--- src/rtl/tx_fsm_pkg.sv ---
// Shared encodings for the serial TX path: controller mode codes and TX FSM state codes.
package tx_fsm_pkg;

    localparam logic [1:0] MODE_IDLE = 2'd0;
    localparam logic [1:0] MODE_RX   = 2'd1;
    localparam logic [1:0] MODE_TX   = 2'd2;

    typedef enum logic [3:0] {
        ST_IDLE      = 4'd0,
        ST_LOAD      = 4'd1,
        ST_SETUP     = 4'd2,
        ST_SCK_HI    = 4'd3,
        ST_SCK_LO    = 4'd4,
        ST_LATCH_HI  = 4'd5,
        ST_LATCH_LO  = 4'd6,
        ST_FINISH    = 4'd7,
        ST_END_PULSE = 4'd8
    } tx_state_t;

endpackage

--- src/rtl/tx_shift_reg.sv ---
// W-bit parallel-load / serial-out register; load has priority over shift, sout is the next bit to send.
// Shift order: LSB first by default, MSB first when TX_MSB_FIRST_EN is defined.
module tx_shift_reg #(
    parameter int W = 32
) (
    input  logic         clk,
    input  logic         rst,
    input  logic         load,
    input  logic         shift,
    input  logic [W-1:0] din,
    output logic         sout
);

    logic [W-1:0] shreg;

    always_ff @(posedge clk or negedge rst) begin
        if (!rst) begin
            shreg <= '0;
        end else if (load) begin
            shreg <= din;
        end else if (shift) begin
`ifdef TX_MSB_FIRST_EN
            shreg <= {shreg[W-2:0], 1'b0};
`else
            shreg <= {1'b0, shreg[W-1:1]};
`endif
        end
    end

`ifdef TX_MSB_FIRST_EN
    assign sout = shreg[W-1];
`else
    assign sout = shreg[0];
`endif

endmodule

--- src/rtl/tx_fsm.sv ---
// Transmit FSM: loads a word, shifts it out with one sck_tx strobe per bit, pulses latch_tx, then finish/finish_fsm.
// Frame is 1 + 3W + 2 + FINISH_DELAY + 1 cycles; all outputs registered. Optional macro: TX_MSB_FIRST_EN.
module tx_fsm
    import tx_fsm_pkg::*;
#(
    parameter int DATA_WIDTH_BASE = 5,
    parameter int FINISH_DELAY    = 5
) (
    input  logic                            clk,
    input  logic                            rst,
    input  logic [1:0]                      state_in,
    input  logic [(2**DATA_WIDTH_BASE)-1:0] transmit_data,
    output logic                            data_tx,
    output logic                            sck_tx,
    output logic                            latch_tx,
    output logic                            busy,
    output logic                            finish,
    output logic                            finish_fsm
);

    localparam int W     = 2**DATA_WIDTH_BASE;
    localparam int CNT_W = DATA_WIDTH_BASE;
    localparam int DLY_W = DATA_WIDTH_BASE + 1;
    localparam logic [CNT_W-1:0] CNT_LAST = CNT_W'(W - 1);
    localparam logic [DLY_W-1:0] DLY_LAST = DLY_W'(FINISH_DELAY - 1);

    tx_state_t        state_q, state_d;
    logic [CNT_W-1:0] cnt_q, cnt_d;
    logic [DLY_W-1:0] dly_q, dly_d;
    logic             data_d;
    logic             sout;
    logic             sh_load;
    logic             sh_shift;

    // Register-side actions are keyed on the state being entered, so the shift
    // register already holds the right bit when SETUP copies it to data_tx.
    assign sh_load  = (state_d == ST_LOAD);
    assign sh_shift = (state_d == ST_SCK_LO);

    tx_shift_reg #(
        .W (W)
    ) u_shreg (
        .clk   (clk),
        .rst   (rst),
        .load  (sh_load),
        .shift (sh_shift),
        .din   (transmit_data),
        .sout  (sout)
    );

    always_comb begin
        state_d = state_q;
        cnt_d   = cnt_q;
        dly_d   = dly_q;
        data_d  = data_tx;

        case (state_q)
            ST_IDLE:     if (state_in == MODE_TX) state_d = ST_LOAD;
            ST_LOAD:     state_d = ST_SETUP;
            ST_SETUP:    state_d = ST_SCK_HI;
            ST_SCK_HI:   state_d = ST_SCK_LO;
            ST_SCK_LO: begin
                // Zero test comes first so the counter never wraps.
                if (cnt_q != '0) begin
                    cnt_d   = cnt_q - 1'b1;
                    state_d = ST_SETUP;
                end else begin
                    state_d = ST_LATCH_HI;
                end
            end
            ST_LATCH_HI: state_d = ST_LATCH_LO;
            ST_LATCH_LO: begin
                dly_d   = '0;
                state_d = ST_FINISH;
            end
            ST_FINISH: begin
                if (dly_q == DLY_LAST) state_d = ST_END_PULSE;
                else                   dly_d   = dly_q + 1'b1;
            end
            ST_END_PULSE: state_d = ST_IDLE;
            default:      state_d = ST_IDLE;
        endcase

        if (state_d == ST_LOAD) cnt_d = CNT_LAST;

        if (state_d == ST_SETUP)         data_d = sout;
        else if (state_d == ST_LATCH_HI) data_d = 1'b0;
    end

    always_ff @(posedge clk or negedge rst) begin
        if (!rst) begin
            state_q    <= ST_IDLE;
            cnt_q      <= '0;
            dly_q      <= '0;
            data_tx    <= 1'b0;
            sck_tx     <= 1'b0;
            latch_tx   <= 1'b0;
            busy       <= 1'b0;
            finish     <= 1'b0;
            finish_fsm <= 1'b0;
        end else begin
            state_q    <= state_d;
            cnt_q      <= cnt_d;
            dly_q      <= dly_d;
            data_tx    <= data_d;
            sck_tx     <= (state_d == ST_SCK_HI);
            latch_tx   <= (state_d == ST_LATCH_HI);
            busy       <= (state_d != ST_IDLE);
            finish     <= (state_d == ST_FINISH);
            finish_fsm <= (state_d == ST_END_PULSE);
        end
    end

endmodule

--- config.mk ---
export PLATFORM = sky130hd
export DESIGN_NAME = tx_fsm
export DESIGN_NICKNAME = d
export VERILOG_FILES = /design/src/rtl/tx_fsm_pkg.sv /design/src/rtl/tx_shift_reg.sv /design/src/rtl/tx_fsm.sv
export SDC_FILE = /design/constraint.sdc
export NUM_CORES = 1
export LEC_CHECK = 0
export CAP_MARGIN = 10
export CORE_MARGIN = 2
export CORE_UTILIZATION = 60
export DETAILED_ROUTE_END_ITERATION = 10
export DONT_BUFFER_PORTS = 1
export HOLD_SLACK_MARGIN = 0.03
export PLACE_DENSITY_LB_ADDON = 0.12
export SLEW_MARGIN = 20
export SYNTH_ARGS = -nofsm -noshare
export SYNTH_HDL_FRONTEND = slang
export SYNTH_SLANG_ARGS = --single-unit
--- constraint.sdc ---
create_clock -name clk -period 2.7 [get_ports clk]
set_clock_uncertainty 0.2 [all_clocks]
set_input_delay 0.405 -clock clk [delete_from_list [all_inputs] [get_ports clk]]
set_output_delay 0.405 -clock clk [all_outputs]
set_load 0.01 [all_outputs]
After elaboration in Yosys (flattened, before gate mapping)
Index checks and enable logic that the tools add are counted.
W data, S select, Z words.
{ "word_totals": {"ff_bits": 53, "in_bits": 36, "output_inout_bits": 6} }
{ "op_classes": {"addsub": 2, "eq_ne": 17, "muxes": 13, "reduce_logical": 10} }
{ "ops": {"columns": ["op", "count"], "rows": [
  ["$mux W32", 2],
  ["$pmux W4 S8", 1],
  ["$eq A4 B3 Y1 const B", 7],
  ["$eq A4 B2 Y1 const B", 4],
  ["$mux W5", 3],
  ["$pmux W6 S2", 1],
  ["$reduce_bool A2 Y1", 5],
  ["$eq A4 B1 Y1 const B", 2],
  ["$mux W4", 2],
  ["$add A6 B1 Y6 const B", 1],
  ["$eq A6 B3 Y1 const B", 1],
  ["$mux W6", 1],
  ["$reduce_bool A5 Y1", 1],
  ["$sub A5 B1 Y5 const B", 1],
  ["$eq A4 B4 Y1 const B", 1],
  ["$logic_not A4 Y1", 1],
  ["$reduce_and A2 Y1", 2],
  ["$reduce_bool A4 Y1", 1],
  ["$mux W3", 1],
  ["$eq A2 B2 Y1 const B", 1],
  ["$mux W1", 2],
  ["$ne A2 B2 Y1 const B", 1]
]} }

Logic depth before layout (Yosys ltp)
Gate-level depths: netlist of the first run.
{ "depth": {"ltp_word": 6, "ltp_mapped": 6} }

By module
From an unflattened synthesis of the first run, not the netlist that was laid out.
{ "hier_totals": {"hier_cells": 257, "hier_area_um2": 2688.8} }
{ "by_module_without_submodules": {"columns": ["mod", "n_inst", "cells_each", "area_per_inst_um2"], "rows": [
  ["tx_shift_reg", 1, 139, 1515.2],
  ["tx_fsm", 1, 118, 1173.6]
]} }

Worst setup path after synthesis of the first run
No wires, ideal clock.
{ "synth_timing": {"path_type": "register -> register", "start": "reg state_q[0]", "end": "reg u_shreg.shreg[10]", "setup_ns": 0.123, "arrival_ns": 1.526, "required_time_ns": 2.377, "slack_ns": 0.851, "path_stages_with_launch": 6, "synth_period_minus_slack_ns": 1.849, "path_cell_list": "dfrtp_1 clkbuf_1 nor4b_2 nand2_1 clkbuf_1 o221a_2"} }
{ "synth_between": {"elab_chain_len": 4, "word_cells_on_any_way": 15, "classes_between": "eq/ne: 9; mux: 4; reduce/logical: 2"} }
{ "synth_lines": {"columns": ["item", "line", "rtl"], "rows": [
  ["start, declared", "tx_fsm.sv:27", "tx_state_t state_q, state_d;"],
  ["start signal, assigned", "tx_fsm.sv:102", "state_q <= state_d;"],
  ["$eq A4 B3 Y1 (tied with other cells)", "tx_fsm.sv:57", "case (state_q)"],
  ["$pmux W4 S8 *", "tx_fsm.sv:57", null],
  ["$eq A4 B1 Y1 / $eq A4 B3 Y1 (equally long branches)", "tx_fsm.sv:37, tx_fsm.sv:38", null],
  ["$mux W32 / $reduce_bool A2 Y1 (equally long branches)", null, null],
  ["end signal, assigned", "tx_shift_reg.sv:20", "shreg <= din;"],
  ["end signal, assigned", "tx_shift_reg.sv:25", "shreg <= {1'b0, shreg[W-1:1]};"],
  ["end, declared", "tx_shift_reg.sv:14", "logic [W-1:0] shreg;"]
]} }
Mark *: on every way between the ends. The rest lies on a longest branch, timed or not.
A chain may end at the register's enable or synchronous reset.

Worst setup path after layout of the first run
{ "layout_timing": {"start": "reg state_q[0]", "end": "reg cnt_q[4]"} }
{ "layout_between": {"elab_chain_len": 5, "word_cells_on_any_way": 16, "classes_between": "eq/ne: 8; mux: 4; reduce/logical: 4"} }
{ "layout_lines": {"columns": ["item", "line", "rtl"], "rows": [
  ["$eq A4 B3 Y1 (tied with other cells)", "tx_fsm.sv:57", null],
  ["$pmux W4 S8", "tx_fsm.sv:57", null],
  ["$eq A4 B1 Y1", "tx_fsm.sv:84", "if (state_d == ST_LOAD) cnt_d = CNT_LAST;"],
  ["$reduce_bool A2 Y1 (no line)", null, null],
  ["$reduce_and A2 Y1 (no line)", null, null],
  ["end signal, assigned", "tx_fsm.sv:103", "cnt_q <= cnt_d;"],
  ["end, declared", "tx_fsm.sv:28", "logic [CNT_W-1:0] cnt_q, cnt_d;"]
]} }
Parallel ways exist; a longest one is shown, timed or not.

==> summary by stage, run 1 <==
Critical path
The critical path goes through or4b_1 -> or4_1 -> nand3_1. The endpoint identified for the worst register-to-register timing path is cnt_q[4]. The number of buffers and inverters on the critical path is 0. The internal reg-to-reg setup slack is approximately 0.56 ns. The start-to-end type of the worst setup path is flip-flop to flip-flop. In this design, the stage delay of the slowest critical-path cell is 0.69 ns. The worst path arrival time is around 2.2 ns. The kind of start point of the critical path is a flip-flop. The data required time of the critical path is around 2.7 ns. STA classifies the critical path endpoint as a flip-flop. The startpoint identified for the worst register-to-register timing path is state_q[0].

Of all nets on the critical path, the largest fanout is 20. The largest individual stage delay along the critical path comes from the cell or4b_1. The category of cells accounting for the largest share of critical-path delay is simple AND/OR/NAND/NOR gates. The number of cells on the worst reg-to-reg path is 3.

Clock tree
TritonCTS built the clock tree. The number of CTS-inserted buffers is 5. The clock-pin slew of the registers on the worst-case setup and hold paths is roughly 0.090 ns. After clock tree synthesis, the repair step resized 0 gates.

The tree is rooted in a clkbuf_8. The TritonCTS sink count is 53. The largest buffer count on any clock path is 2.

The number of buffers inserted by post-CTS setup repair is 0. The count of H-tree levels built during CTS is 2. The worst-skew pair later-pin latency is approximately 0.3 ns. The number of hold-repair buffers added at the cts stage is 2.

Power and ir drop
The static leakage power is ~1.2 nW. Power spread over the standard cell area amounts to 499.6 nW/um^2. The peak supply drop is slightly above 0.3 mV.

Drt
The antenna violation net count after detailed routing is 0. The number of DRC violations after detailed routing is 0. The total routed wirelength is 4979 um. Before antenna repair, the detailed router went through 4 iterations.

In this run, the number of DRC markers left after iteration 0 of detailed routing was approximately 180. In the final routed layout, each cell accounts on average for 18.58 um. The count of vias placed by the detailed router is 1738. The via density per instance is between 6 and 7.

Timing
For the finished layout, the period the worst path requires is approximately 2.1 ns. Measured against its own limit, the worst slew margin works out to 0.4360. Adding up every negative setup slack in the final design gives 0 ns. In the finished design, the share of the clock period the worst path needs comes to 0.7921.

The number of hold-slack violations in the final timing report is 0. The final setup violation count is 0. The number of max-slew violations in the final report came to 0. Setup repair after global routing left no endpoint under its margin. The slew at the pin closest to its max-slew limit is between 0.8 and 0.9 ns. The highest attainable clock frequency is around 0.47 GHz.

Logic synthesis
The number of unique standard cell types used by synthesis is 48. In this run, synthesis produced a sequential element count of 53. For this run, the register share of the synthesized area comes to 0.5217.

In the synthesized netlist the dominant register cell turns out to be dfrtp_1. Sorting the synthesized cells by how often they occur yields dfrtp_1 (53), nand2b_1 (31), o221a_2 (31), clkbuf_1 (9). The proportion of register bits with asynchronous set or reset after synthesis is 1.000. The number of synthesized flops with an enable pin is 0. In the post-synthesis netlist, the biggest area contributors are dfrtp_1 (52%), o221a_2 (14%), nand2b_1 (7.6%). The number of instances in the synthesized netlist is between 200 and 250. The Yosys step of the flow raised 0 warnings. The mean area per synthesized cell is ~12 sq um. The net count after synthesis is 260. Among all cell types in the netlist, the one instantiated most often is dfrtp_1. The most area-hungry cell type in the Yosys netlist is dfrtp_1. The share of synthesized area in the top cell type comes to 0.5217.

The cell area after technology mapping is roughly 2500 sq um.

Global routing
The number of global-route vias before repair came to about 1800. The initial antenna violation count is 0. The first-pass GRT wire length is roughly 8400 um. For this run the aggregate overflow at the end of global routing stands at 0. Entering global routing, the biggest net connects 54 pins.

The aggregate global-route resource usage is 0.2167.

Layout
In the final layout, the share of cells above drive strength 1 is 0.2248. The final antenna diode count is 0. Summing all multi-input logic gate instances after layout gives between 1000 and 1500 sq um.

Across the whole layout, storage elements account for approximately 1300 sq um. The count of fill cells added during filler insertion is between 300 and 400. The area growth from synthesis to layout is 7.087%. At the end of the flow, the number of nets in the layout was 257.

Once layout is complete, the utilization of the core stands at 0.6758.

Outcome
The run finished with clean final reports.

Job
The total of max-cap violations is 0.

Die
The die is 69.10 um wide. The initialized floorplan defines 23 standard-cell rows. The total area inside the core boundary comes to 4029 sq um. The die outline height is approximately 70 um. The number of top-level pins is 42.

The area enclosed by the die boundary is 4774 sq um. The initial utilization of the core area, before any placement, comes to 0.6311.

Hold path
The worst hold path depth is 2. The path with the worst hold slack has its endpoint at u_shreg.shreg[31]. The class of the most critical hold timing path is primary input to flip-flop. In this run the most critical hold path is launched from transmit_data[31].

Placement
The HPWL after detailed placement is 3469 um. Input and output buffers added on the ports amount to 0. The final weighted congestion of routability-driven global placement is 0.8279.
==> per-layer routing <==
metal  up-vias  wire length, um  global-route usage
li1        831                -                   -
met3         7              207             0.04825
met4         0               74             0.06754
met2        41             2529              0.3494
met1       859             2168              0.2941
met5         -                0                   0
==> sequential cells by signal, summed over array words and instances, names as in the netlist <==
name,flops
busy,1
cnt_q,5
data_tx,1
dly_q,6
finish,1
finish_fsm,1
latch_tx,1
sck_tx,1
state_q,4
u_shreg.shreg,32
==> cells by family (layout without fill, tap and decap cells) <==
family	after synthesis	count (layout)	share of synthesized area
and+or+nand+nor	79	79	0.1998
AOI/OAI and AO/OA	60	60	0.2185
DFF	53	53	0.5217
muxes	1	1	0.003937
buffers and inverters	23	21	0.03641
adders and majority gates	4	4	0.01969
==> cell type report <==
class	count	share of cell area
Sequential cell	53	0.4871
Multi-Input combinational cell	144	0.4127
Clock buffer	6	0.03033
Tap cell	50	0.02298
Timing Repair Buffer	5	0.02206
Clock inverter	2	0.01379
Inverter	8	0.01103
==> how the worst max path moves through the flow <==
stage               start                 to  cells past startpoint
2_1_floorplan  state_q[0]  u_shreg.shreg[10]                      5
3_3_place_gp   state_q[0]           cnt_q[4]                      3
3_5_place_dp   state_q[0]           cnt_q[4]                      3
4_1_cts        state_q[0]           cnt_q[4]                      3
5_1_grt          dly_q[0]           dly_q[0]                      6
6_report       state_q[0]           cnt_q[4]                      3
==> stage by stage <==
step | setup WS, ns | instance area [sq um] | std cells | power [mW] | hold WS, ns
3_3_place_gp | 0.6409 | 2565 | 258 | 0.8101 | -0.08949
6_report | 0.5613 | 2723 | 268 | 1.360 | 0.07301
2_1_floorplan | 0.8510 | 2542 | 220 | 0.8101 | -0.09059
4_1_cts | 0.5717 | 2723 | 268 | 1.383 | 0.06064
3_5_place_dp | 0.5745 | 2565 | 258 | 0.8101 | -0.08954
5_1_grt | 0.4654 | 2723 | 268 | 1.415 | 0.06733
==> power breakdown <==
group          leakage [nW]  total (mW)  switching (mW)  internal (mW)
combinational         0.417      0.0215          0.0156        0.00591
clock                0.0574       0.546           0.245          0.301
sequential            0.706       0.793               0          0.793
==> cells in the final DEF (no fill, tap or decap), types with 3 or more instances in the layout <==
| master | Yosys | routed |
|---|---|---|
| nor3_1 | 3 | 3 |
| clkbuf_8 | 0 | 6 |
| and3_1 | 5 | 5 |
| nor2_1 | 6 | 6 |
| nand2_1 | 6 | 6 |
| o21ai_0 | 8 | 8 |
| nand2b_1 | 31 | 31 |
| inv_1 | 8 | 8 |
| nand3_1 | 6 | 6 |
| buf_4 | 0 | 3 |
| ha_1 | 4 | 4 |
| dfrtp_1 | 53 | 53 |
| o221a_2 | 31 | 31 |
Power figures use the tool's default switching activity.
==> run 2, diff against run 1 <==
==> constraint.sdc (replaced) <==
create_clock -name clk -period 2 [get_ports clk]
set_clock_uncertainty 0.2 [all_clocks]
set_input_delay 0.3 -clock clk [delete_from_list [all_inputs] [get_ports clk]]
set_output_delay 0.3 -clock clk [all_outputs]
set_load 0.01 [all_outputs]
==> summary by stage, run 2 (synthesis results as in run 1) <==
Outcome
The flow ran to the end, and the final reports show no timing, DRC or antenna violations.

Power and ir drop
The post-route total power is about 1.7 mW. The peak supply drop is 0.3524 mV. The analysis attributes to cell leakage a power of about 1.4 nW. Dividing total power by cell area gives a power density of 549.1 nW/um^2.

Clock tree
The number of CTS-inserted buffers is 5. The cell at the root of the clock tree is clkbuf_8. The count of H-tree levels built during CTS is 2. The clock tree from TritonCTS is done. The clock passes through at most 2 buffers.

For this design, the sink count on the clock tree is 53. The worst-skew pair later-pin latency is roughly 0.30 ns. After clock tree synthesis, the clock-pin slew on the worst setup and hold paths is around 0.090 ns.

Hold path
The worst hold path begins at state_in[0]. The class of the most critical hold timing path is primary input to flip-flop.

Layout
The library cells used most frequently in the layout, excluding fill and tap cells, are dfrtp_1 (53), dlygate4sd3_1 (33), nand2b_1 (31), o221a_2 (31), buf_4 (9). The library cell used most frequently in the layout, excluding fill and tap cells, is dfrtp_1. The area growth from synthesis to layout is 23.72%. After filler insertion, the fill cell instance count of the layout stands at between 200 and 300. The register with the most flip-flops in the layout has 32 of them. After the last flow step, the layout net total stands at 298. The share of final-layout standard cells stronger than drive strength 1 is 0.2394. The most flop-heavy register is u_shreg.shreg. The largest registers in the layout are u_shreg.shreg (32), dly_q (6), cnt_q (5).

The design area is roughly 3100 sq um. The final antenna diode count is 0.

Timing
Static timing analysis puts the maximum clock frequency at around 0.50 GHz. The number of hold-slack violations in the final timing report is 0. The number of max-slew violations in the final report is 0. Once routing completed, OpenROAD measured the worst setup slack at 0.01892 ns. The worst max-slew margin expressed relative to the limit is 0.7471. The share of the cycle needed by the critical path after routing is 0.9905. At the pin with the least slew margin, the transition time is ~0.38 ns. The final setup violation count is 0.

The worst hold-check slack is approximately 0.10 ns. The worst path needs 1.981 ns of the cycle, external delays included.

Job
The total of max-cap violations is 0.

Drt
In the final routed layout, each cell accounts on average for 18.25 um. For this block, the via count after detailed routing is approximately 2000. After detailed routing, the number of remaining DRC violations is 0. After detailed routing, the number of vias per cell comes to 6.320. The number of violations reported at the end of detailed-routing iteration 0 is 203. The count of nets left with antenna violations once routing finished came out at 0. The total routed wirelength is between 5000 and 6000 um. The iteration count of the initial detailed-routing pass is 4.

Critical path
The destination of the worst register-to-register timing path is cnt_q[4]. Walking the worst path, the cells encountered are inv_2 -> ha_2 -> or3b_2 -> or4_4 -> nand3_1. The element type at the critical path end is a flip-flop. The cell with the largest stage delay on the worst path is or3b_2. On the worst path, the slowest cell contributes a delay of ~0.48 ns. The maximum fanout along the worst path is 3. For the worst flop-to-flop path, the logic depth is 5. The startpoint of the worst register-to-register path is cnt_q[0].

The launch point of the worst path is cnt_q[0]. At the worst endpoint, the required time is roughly 2 ns. In this run the worst setup path terminates at cnt_q[4]. The critical path is of the flip-flop to flip-flop type. STA classifies the critical path startpoint as a flip-flop.

At the worst endpoint, the arrival time is 2.02 ns. Setup slack on the worst reg-to-reg path comes out at 0.02 ns.

Placement
The cell area reported after detailed placement is between 2000 and 3000 sq um. The number of buffer cells added on primary ports is 0. The worst setup slack after placement is 0.005148 ns. The final weighted congestion of routability-driven global placement is 0.8811. The wire-length estimate of the detail-placed layout is about 3400 um.

Global routing
The initial antenna violation count is 0. Summed over all layers, the global routing overflow is 0. Entering global routing, the biggest net connects 54 pins.

The number of global-route vias before repair is ~2000. In the global route stage, overall resource usage came out at 0.2382. The first global-routing pass estimated ~9300 um of wire.

Die
42 I/O pins were placed. The core region is 4029 sq um. The die width is ~69 um. The die covers 4774 sq um. For this configuration, the core starts out at a cell density of 0.6311.

From bottom edge to top edge, the die measures approximately 69 um. The row count is 23.
==> run 2: timing repair <==
action                                  4_1_cts  5_1_grt
endpoints found under the hold margin        85        0
hold buffers                                 34        0
gates resized for setup                       0        9
endpoints found under the setup margin        0       18
setup buffers                                 0        0
==> run 2: power by group <==
part	switching, mW	total (mW)	internal, mW	leakage [nW]
clock network	0.326	0.575	0.248	0.0385
logic	0.0326	0.0821	0.0496	0.607
registers	0	1.07	1.07	0.706
total	0.359	1.73	1.37	1.35
==> run 2: final cells by class <==
class	instances	area [sq um]	share of cell area
Multi-Input combinational cell	144	1157	0.3679
Inverter	8	30.03	0.009547
Clock inverter	1	7.507	0.002387
Clock buffer	7	76.32	0.02426
Sequential cell	53	1326	0.4216
Tap cell	50	62.56	0.01989
Timing Repair Buffer	46	485.5	0.1543
==> run 2: layer usage <==
| metal | GRT usage | routed length [um] | vias to the layer above |
|---|---|---|---|
| li1 | - | - | 915 |
| met1 | 0.3281 | 2564 | 978 |
| met2 | 0.3900 | 2784 | 50 |
| met3 | 0.04094 | 187 | 10 |
| met4 | 0.06972 | 104 | 0 |
| met5 | 0 | 0 | - |
==> run 2: worst max-delay path: cells and delay by family, from the launching register on <==
kind                       cells  cell delay (ns)
adders and majority gates      1             0.21
buffers and inverters          1             0.09
DFF                            1             0.41
and+or+nand+nor                3             1.00
==> run 2: worst min path at each step <==
stage	endpoint	slack, ns	cells past startpoint
after floorplan	busy	-0.20	0
after global placement	u_shreg.shreg[11]	-0.19	0
after detailed placement	u_shreg.shreg[10]	-0.19	0
after CTS	state_q[0]	0.12	3
after global routing	cnt_q[2]	0.12	3
final	cnt_q[3]	0.10	3
==> run 2: stage by stage <==
stage	TNS, ns	instances	util
after detailed placement	0	267	0.6627
after global placement	0	267	0.6627
after floorplan	0	220	-
after CTS	0	309	0.7724
final	0	309	0.7807
after global routing	-0.05244	309	0.7807
